File: config.mk
export PLATFORM = sky130hd
export DESIGN_NAME = sd_request_arbiter
export DESIGN_NICKNAME = d
export VERILOG_FILES = /design/src/rtl/sd_request_arbiter.sv
export SDC_FILE = /design/constraint.sdc
export NUM_CORES = 1
export LEC_CHECK = 0
export ABC_AREA = 1
export BUFFER_PORTS_ARGS = -buffer_cell sky130_fd_sc_hd__buf_2
export CAP_MARGIN = 20
export CORE_ASPECT_RATIO = 2
export CORE_MARGIN = 2
export CORE_UTILIZATION = 56
export CTS_BUF_LIST = sky130_fd_sc_hd__clkbuf_4
export CTS_CLUSTER_DIAMETER = 40
export DETAILED_ROUTE_END_ITERATION = 8
export PLACE_DENSITY_LB_ADDON = 0.3
export SLEW_MARGIN = 20
export SYNTH_ARGS = -nofsm -noshare
export SYNTH_HDL_FRONTEND = slang
export SYNTH_SLANG_ARGS = --single-unit
File: constraint.sdc
create_clock -name clk -period 5.5 [get_ports clk]
set_input_delay 0.55 -clock clk [delete_from_list [all_inputs] [get_ports clk]]
set_output_delay 0.55 -clock clk [all_outputs]
set_load 0.005 [all_outputs]
File: src/rtl/sd_request_arbiter.sv
// Round-robin arbiter sharing one SD sector engine between NREQ requesters.
// Each requester sees a private request/done/byte-strobe port; the engine sees one requester.
module sd_request_arbiter #(
  parameter int          NREQ    = 4,
  parameter logic [23:0] TIMEOUT = 24'd2000000
) (
  input  logic                 clk,
  input  logic                 reset,
  input  logic [NREQ-1:0]      req_rd,
  input  logic [NREQ-1:0]      req_wr,
  input  logic [32*NREQ-1:0]   req_lba,
  output logic [NREQ-1:0]      req_busy,
  output logic [NREQ-1:0]      req_done,
  output logic [NREQ-1:0]      req_err,
  output logic [NREQ-1:0]      req_byte_strobe,
  output logic [2:0]           grant_idx,
  output logic                 grant_valid,
  output logic [31:0]          sd_lba,
  output logic                 sd_rd,
  output logic                 sd_wr,
  input  logic                 sd_busy,
  input  logic                 sd_done,
  input  logic                 sd_rd_byte_strobe
);

  localparam logic [2:0] IDLE      = 3'd0;
  localparam logic [2:0] ISSUE     = 3'd1;
  localparam logic [2:0] WAIT_BUSY = 3'd2;
  localparam logic [2:0] WAIT_DONE = 3'd3;
  localparam logic [2:0] RELEASE   = 3'd4;

  logic [2:0]      state;
  logic [2:0]      rr_ptr;
  logic [2:0]      next_ptr;
  logic            op_rd;
  logic [23:0]     tmo_cnt;

  logic [NREQ-1:0] req_rd_p0;
  logic [NREQ-1:0] req_wr_p0;
  logic [NREQ-1:0] rd_edge;
  logic [NREQ-1:0] wr_edge;
  logic [NREQ-1:0] pend_rd;
  logic [NREQ-1:0] pend_wr;
  logic [NREQ-1:0] clr_rd;
  logic [NREQ-1:0] clr_wr;
  logic [NREQ-1:0] grant_oh;

  logic [7:0]      pend_any8;
  logic [7:0]      pend_rd8;
  logic            scan_hit;
  logic [2:0]      scan_idx;
  logic [31:0]     lba_arr [8];

  // Pad the LBA bus out to eight slots so a 3-bit grant index always selects cleanly.
  for (genvar gi = 0; gi < 8; gi++) begin : g_lba
    if (gi < NREQ) begin : g_used
      assign lba_arr[gi] = req_lba[32*gi +: 32];
    end else begin : g_pad
      assign lba_arr[gi] = 32'd0;
    end
  end

  assign rd_edge   = req_rd & ~req_rd_p0;
  assign wr_edge   = req_wr & ~req_wr_p0;
  assign pend_any8 = 8'(pend_rd | pend_wr);
  assign pend_rd8  = 8'(pend_rd);
  assign next_ptr  = (grant_idx == 3'(NREQ-1)) ? 3'd0 : grant_idx + 3'd1;

  always_comb begin
    grant_oh = '0;
    for (int i = 0; i < NREQ; i++) begin
      grant_oh[i] = (grant_idx == 3'(i));
    end
  end

  // Walk from the farthest offset down so the requester nearest the pointer wins.
  always_comb begin
    int c;
    c        = 0;
    scan_hit = 1'b0;
    scan_idx = 3'd0;
    for (int k = NREQ-1; k >= 0; k--) begin
      c = int'(rr_ptr) + k;
      if (c >= NREQ) c = c - NREQ;
      if (pend_any8[3'(c)]) begin
        scan_hit = 1'b1;
        scan_idx = 3'(c);
      end
    end
  end

  always_comb begin
    clr_rd = '0;
    clr_wr = '0;
    if (state == ISSUE) begin
      if (op_rd) clr_rd = grant_oh;
      else       clr_wr = grant_oh;
    end
  end

  assign req_byte_strobe = (state == WAIT_DONE && sd_rd_byte_strobe) ? grant_oh : '0;

  // Request capture stage: registered input copies and sticky pending flags
  always_ff @(posedge clk or posedge reset) begin
    if (reset) begin
      req_rd_p0 <= '0;
      req_wr_p0 <= '0;
      pend_rd   <= '0;
      pend_wr   <= '0;
    end else begin
      req_rd_p0 <= req_rd;
      req_wr_p0 <= req_wr;
      pend_rd   <= (pend_rd & ~clr_rd) | rd_edge;
      pend_wr   <= (pend_wr & ~clr_wr) | wr_edge;
    end
  end

  // Grant and engine handshake stage
  always_ff @(posedge clk or posedge reset) begin
    if (reset) begin
      state       <= IDLE;
      rr_ptr      <= 3'd0;
      grant_idx   <= 3'd0;
      grant_valid <= 1'b0;
      op_rd       <= 1'b0;
      sd_lba      <= 32'd0;
      sd_rd       <= 1'b0;
      sd_wr       <= 1'b0;
      req_done    <= '0;
      req_err     <= '0;
      req_busy    <= '0;
    end else begin
      req_done <= '0;
      req_err  <= '0;
      req_busy <= pend_rd | pend_wr | (grant_valid ? grant_oh : '0);
      case (state)
        IDLE: begin
          if (scan_hit) begin
            grant_idx   <= scan_idx;
            sd_lba      <= lba_arr[scan_idx];
            grant_valid <= 1'b1;
            op_rd       <= pend_rd8[scan_idx];
            sd_rd       <= pend_rd8[scan_idx];
            sd_wr       <= ~pend_rd8[scan_idx];
            state       <= ISSUE;
          end
        end
        ISSUE: begin
          state <= WAIT_BUSY;
        end
        WAIT_BUSY: begin
          // A done coincident with busy is ignored here; WAIT_DONE re-samples it.
          if (sd_busy) begin
            sd_rd <= 1'b0;
            sd_wr <= 1'b0;
            state <= WAIT_DONE;
          end else if (tmo_cnt <= 24'd1) begin
            sd_rd   <= 1'b0;
            sd_wr   <= 1'b0;
            req_err <= grant_oh;
            state   <= RELEASE;
          end
        end
        WAIT_DONE: begin
          if (sd_done) begin
            req_done <= grant_oh;
            state    <= RELEASE;
          end
        end
        RELEASE: begin
          grant_valid <= 1'b0;
          rr_ptr      <= next_ptr;
          state       <= IDLE;
        end
        default: begin
          state <= IDLE;
        end
      endcase
    end
  end

  // Timeout counter, loaded in ISSUE; the error fires TIMEOUT cycles after the load
  always_ff @(posedge clk) begin
    if (state == ISSUE) begin
      tmo_cnt <= TIMEOUT;
    end else if (state == WAIT_BUSY && tmo_cnt != 24'd0) begin
      tmo_cnt <= tmo_cnt - 24'd1;
    end
  end

endmodule
==> impl_metrics.env <==
export IMPL_critPathCaptureType="flip-flop"
export IMPL_comb_power_share_pct=55.7
export IMPL_setup_tns_ns=0
export IMPL_synth_top_area_share_pct=32.29
export IMPL_drive_above_1_share_pct=24.25
export IMPL_clock_power_share_pct=11.8
export IMPL_critical_path_slowest_cell="nand2_4"
export IMPL_p_sw_uw=1642
export IMPL_ys_seq_area_share_pct=40.78
export IMPL_cp_max_fo=99
export IMPL_crit_required_ns=5.85
export IMPL_ctsRootBufferMaster="clkbuf_4"
export IMPL_synth_cell_type_count=32
export IMPL_cp_startpoint="rr_ptr[0]"
export IMPL_clk_pin_slew_ns=0.16
export IMPL_leakage_uw=0.003736
export IMPL_top_regs="sd_lba: 32 flops, tmo_cnt: 24 flops"
export IMPL_final_common_cell="nand2_1"
export IMPL_initial_utilization_pct=57.95
export IMPL_drt_total_wl_um=16390
export IMPL_placedInstanceArea_um2=6649
export IMPL_ff_latch_area_um2=2307
export IMPL_tightest_slew_ns=1.007
export IMPL_cts_made_buffers=9
export IMPL_grt_pass1_wl_um=24960
export IMPL_die_w_um=75.08
export IMPL_synth_seq_cells=97
export IMPL_status="complete, no violations"
export IMPL_setup_viol=0
export IMPL_gp_congestion=0.9371
export IMPL_wire_per_inst_um=14.49
export IMPL_cts_buffer_depth=2
export IMPL_fin_crit_ns=3.730
export IMPL_cts_repair_resized=0
export IMPL_hold_path_class="in -> reg"
export IMPL_hold_viol=0
export IMPL_postCtsSetupBuffers=0
export IMPL_r2r_end="sd_lba[31]"
export IMPL_critPathKind="reg -> reg"
export IMPL_cpPeakStageDelay_ns=0.99
export IMPL_syn_nets=965
export IMPL_largest_register_ffs=32
export IMPL_layout_cells_non_filler=1131
export IMPL_yosys_top_cells_area="dfrtp_1 (32%), nand2_1 (18%), nand3_1 (8.9%)"
export IMPL_reg2reg_from="rr_ptr[0]"
export IMPL_period_share_pct=67.83
export IMPL_holdBufCountCts=0
export IMPL_relSlewSlack_pct=32.90
export IMPL_cap_violations=0
export IMPL_grt_overflow=0
export IMPL_p_sw_share_pct=48.93
export IMPL_fmax_ghz=0.2681
export IMPL_design_area_um2=6800
export IMPL_synth_top_cell_by_area="dfrtp_1"
export IMPL_crit_path_start_kind="flip-flop"
export IMPL_mostFrequentLayoutCells="nand2_1 (264), buf_2 (194), inv_1 (114), nand3_1 (101), dfrtp_1 (73)"
export IMPL_dp_cells=1114
export IMPL_detailed_place_hpwl_um=12650
export IMPL_fillCellCount=906
export IMPL_drc=0
export IMPL_endpoint="sd_lba[31]"
export IMPL_intPower_uw=1713
export IMPL_largest_register="sd_lba"
export IMPL_critPathTopFamily="simple AND/OR/NAND/NOR gates"
export IMPL_dieArea_um2=10970
export IMPL_syn2layout_area_growth_pct=20.19
export IMPL_syn_area_um2=5658
export IMPL_cp_cell_sequence="inv_2 > ha_1 > inv_1 > nand3_1 > nand2_1 > nand3_1 > nand3_1 > nand2_4 > inv_2 > nand2_1 > nand2_1 > nand2_1 > nand3_1"
export IMPL_multiInputGateArea_um2=2740
export IMPL_nets=1143
export IMPL_cp_num_buf_inv=3
export IMPL_reg2reg_setup_slack_ns=1.77
export IMPL_cp_num_cells=13
export IMPL_insertion_delay_ns=0.47
export IMPL_finClkSkew_ns=0.02525
export IMPL_h_tree_depth=3
export IMPL_boundaryPins=195
export IMPL_core_rowCount=51
export IMPL_arrival_ns=4.08
export IMPL_vias=5825
export IMPL_rsz0062_at_grt="false"
export IMPL_syn_inst=815
export IMPL_viasPerCell=5.150
export IMPL_track_usage_pct=29.68
export IMPL_p_per_area_nw_per_um2=493.3
export IMPL_final_core_util_pct=69.65
export IMPL_cts_tree="yes"
export IMPL_maxSlewViolCount=0
export IMPL_drtIter0Drc=281
export IMPL_postSynthAreaPerCell_um2=6.942
export IMPL_max_vdd_ir_drop_v=0.0004150
export IMPL_cts_sinks=97
export IMPL_antenna_found_initial=1
export IMPL_drtPass1Iterations=5
export IMPL_antenna_left=0
export IMPL_die_y_um=146.2
export IMPL_grt_max_degree=100
export IMPL_io_buffers=194
export IMPL_core_um2=9763
export IMPL_grt_pass1_vias=5588
export IMPL_r2r_cells=13
export IMPL_seqPwrFrac_pct=32.5
export IMPL_ys_warn_count=0
[Yosys cell counts, drive strengths merged]
cell type	n
a21o	1
a21oi	18
buf	25
clkbuf	4
dfrtp	73
dfxtp	24
ha	9
inv	120
nand2	267
nand3	101
nand3b	1
nand4	6
nor2	69
nor3	7
nor3b	3
nor4	5
o211ai	19
o21ai	36
o31ai	2
or2	17
xnor2	3
xor2	5
[cell type report]
type / count / area share (%)
diodes: 1 / 0.03680
clock buffers: 10 / 1.104
clock inverters: 6 / 1.086
inverters: 120 / 6.624
multi-input cells: 569 / 40.29
flip-flops and latches: 97 / 33.93
well taps: 132 / 2.429
repair buffers: 196 / 14.50
[power groups by stage]
stage	registers [uW]	logic, uW	clock network (uW)
after floorplan	1090	1380	0
after global placement	1090	1820	0
after detailed placement	1100	1870	0
after CTS	1090	1870	403
after global routing	1110	2100	430
final	1090	1870	396
[through the flow]
step	setup slack [ns]	hold slack, ns	power (uW)
after floorplan	3.097	0.3996	2471
after global placement	1.975	0.4043	2916
after detailed placement	1.815	0.4103	2969
after CTS	1.805	0.1653	3359
after global routing	1.379	0.1627	3643
final	1.770	0.1816	3355
[how the worst min path moves through the flow]
stage                       from      endpoint  slack, ns  depth (start not counted)
floorplan           req_rd_p0[0]    pend_rd[0]       0.40                          1
global placement    req_wr_p0[3]    pend_wr[3]       0.40                          1
detailed placement  req_rd_p0[3]    pend_rd[3]       0.41                          1
CTS                    req_wr[1]  req_wr_p0[1]       0.17                          1
global route           req_wr[3]  req_wr_p0[3]       0.16                          1
finish                 req_wr[1]  req_wr_p0[1]       0.18                          1
[worst reg2reg max path, delay by kind of cell (launching register included)]
family	cells	cell delay (ns)
simple gates	9	2.20
fa+ha+maj	1	0.33
buf+inv	3	0.58
flops	1	0.49
[logic make-up (layout without fill, tap and decap cells)]
| group | count (synthesis) | in the layout | share of synthesized area [%] |
|---|---|---|---|
| adders and majority gates | 9 | 9 | 1.990 |
| buffers and inverters | 149 | 332 | 10.97 |
| other | 0 | 1 | 0 |
| DFF | 97 | 97 | 40.78 |
| xor gates and xnor gates | 8 | 8 | 1.238 |
| and+or+nand+nor | 476 | 476 | 35.91 |
| AOI/OAI and AO/OA | 76 | 76 | 9.111 |
[metal layers]
layer  global-route usage, %  up-vias  wire length (um)  part of all wire [%]
li1                        -     2909                 -                     -
met5                       0        -                 0                     0
met1                   27.65     2645              5572                    34
met2                   56.49      216              9048                    55
met3                   4.486       55               942                   5.7
met4                   16.96        0               829                   5.1
Power figures use the tool's default switching activity.
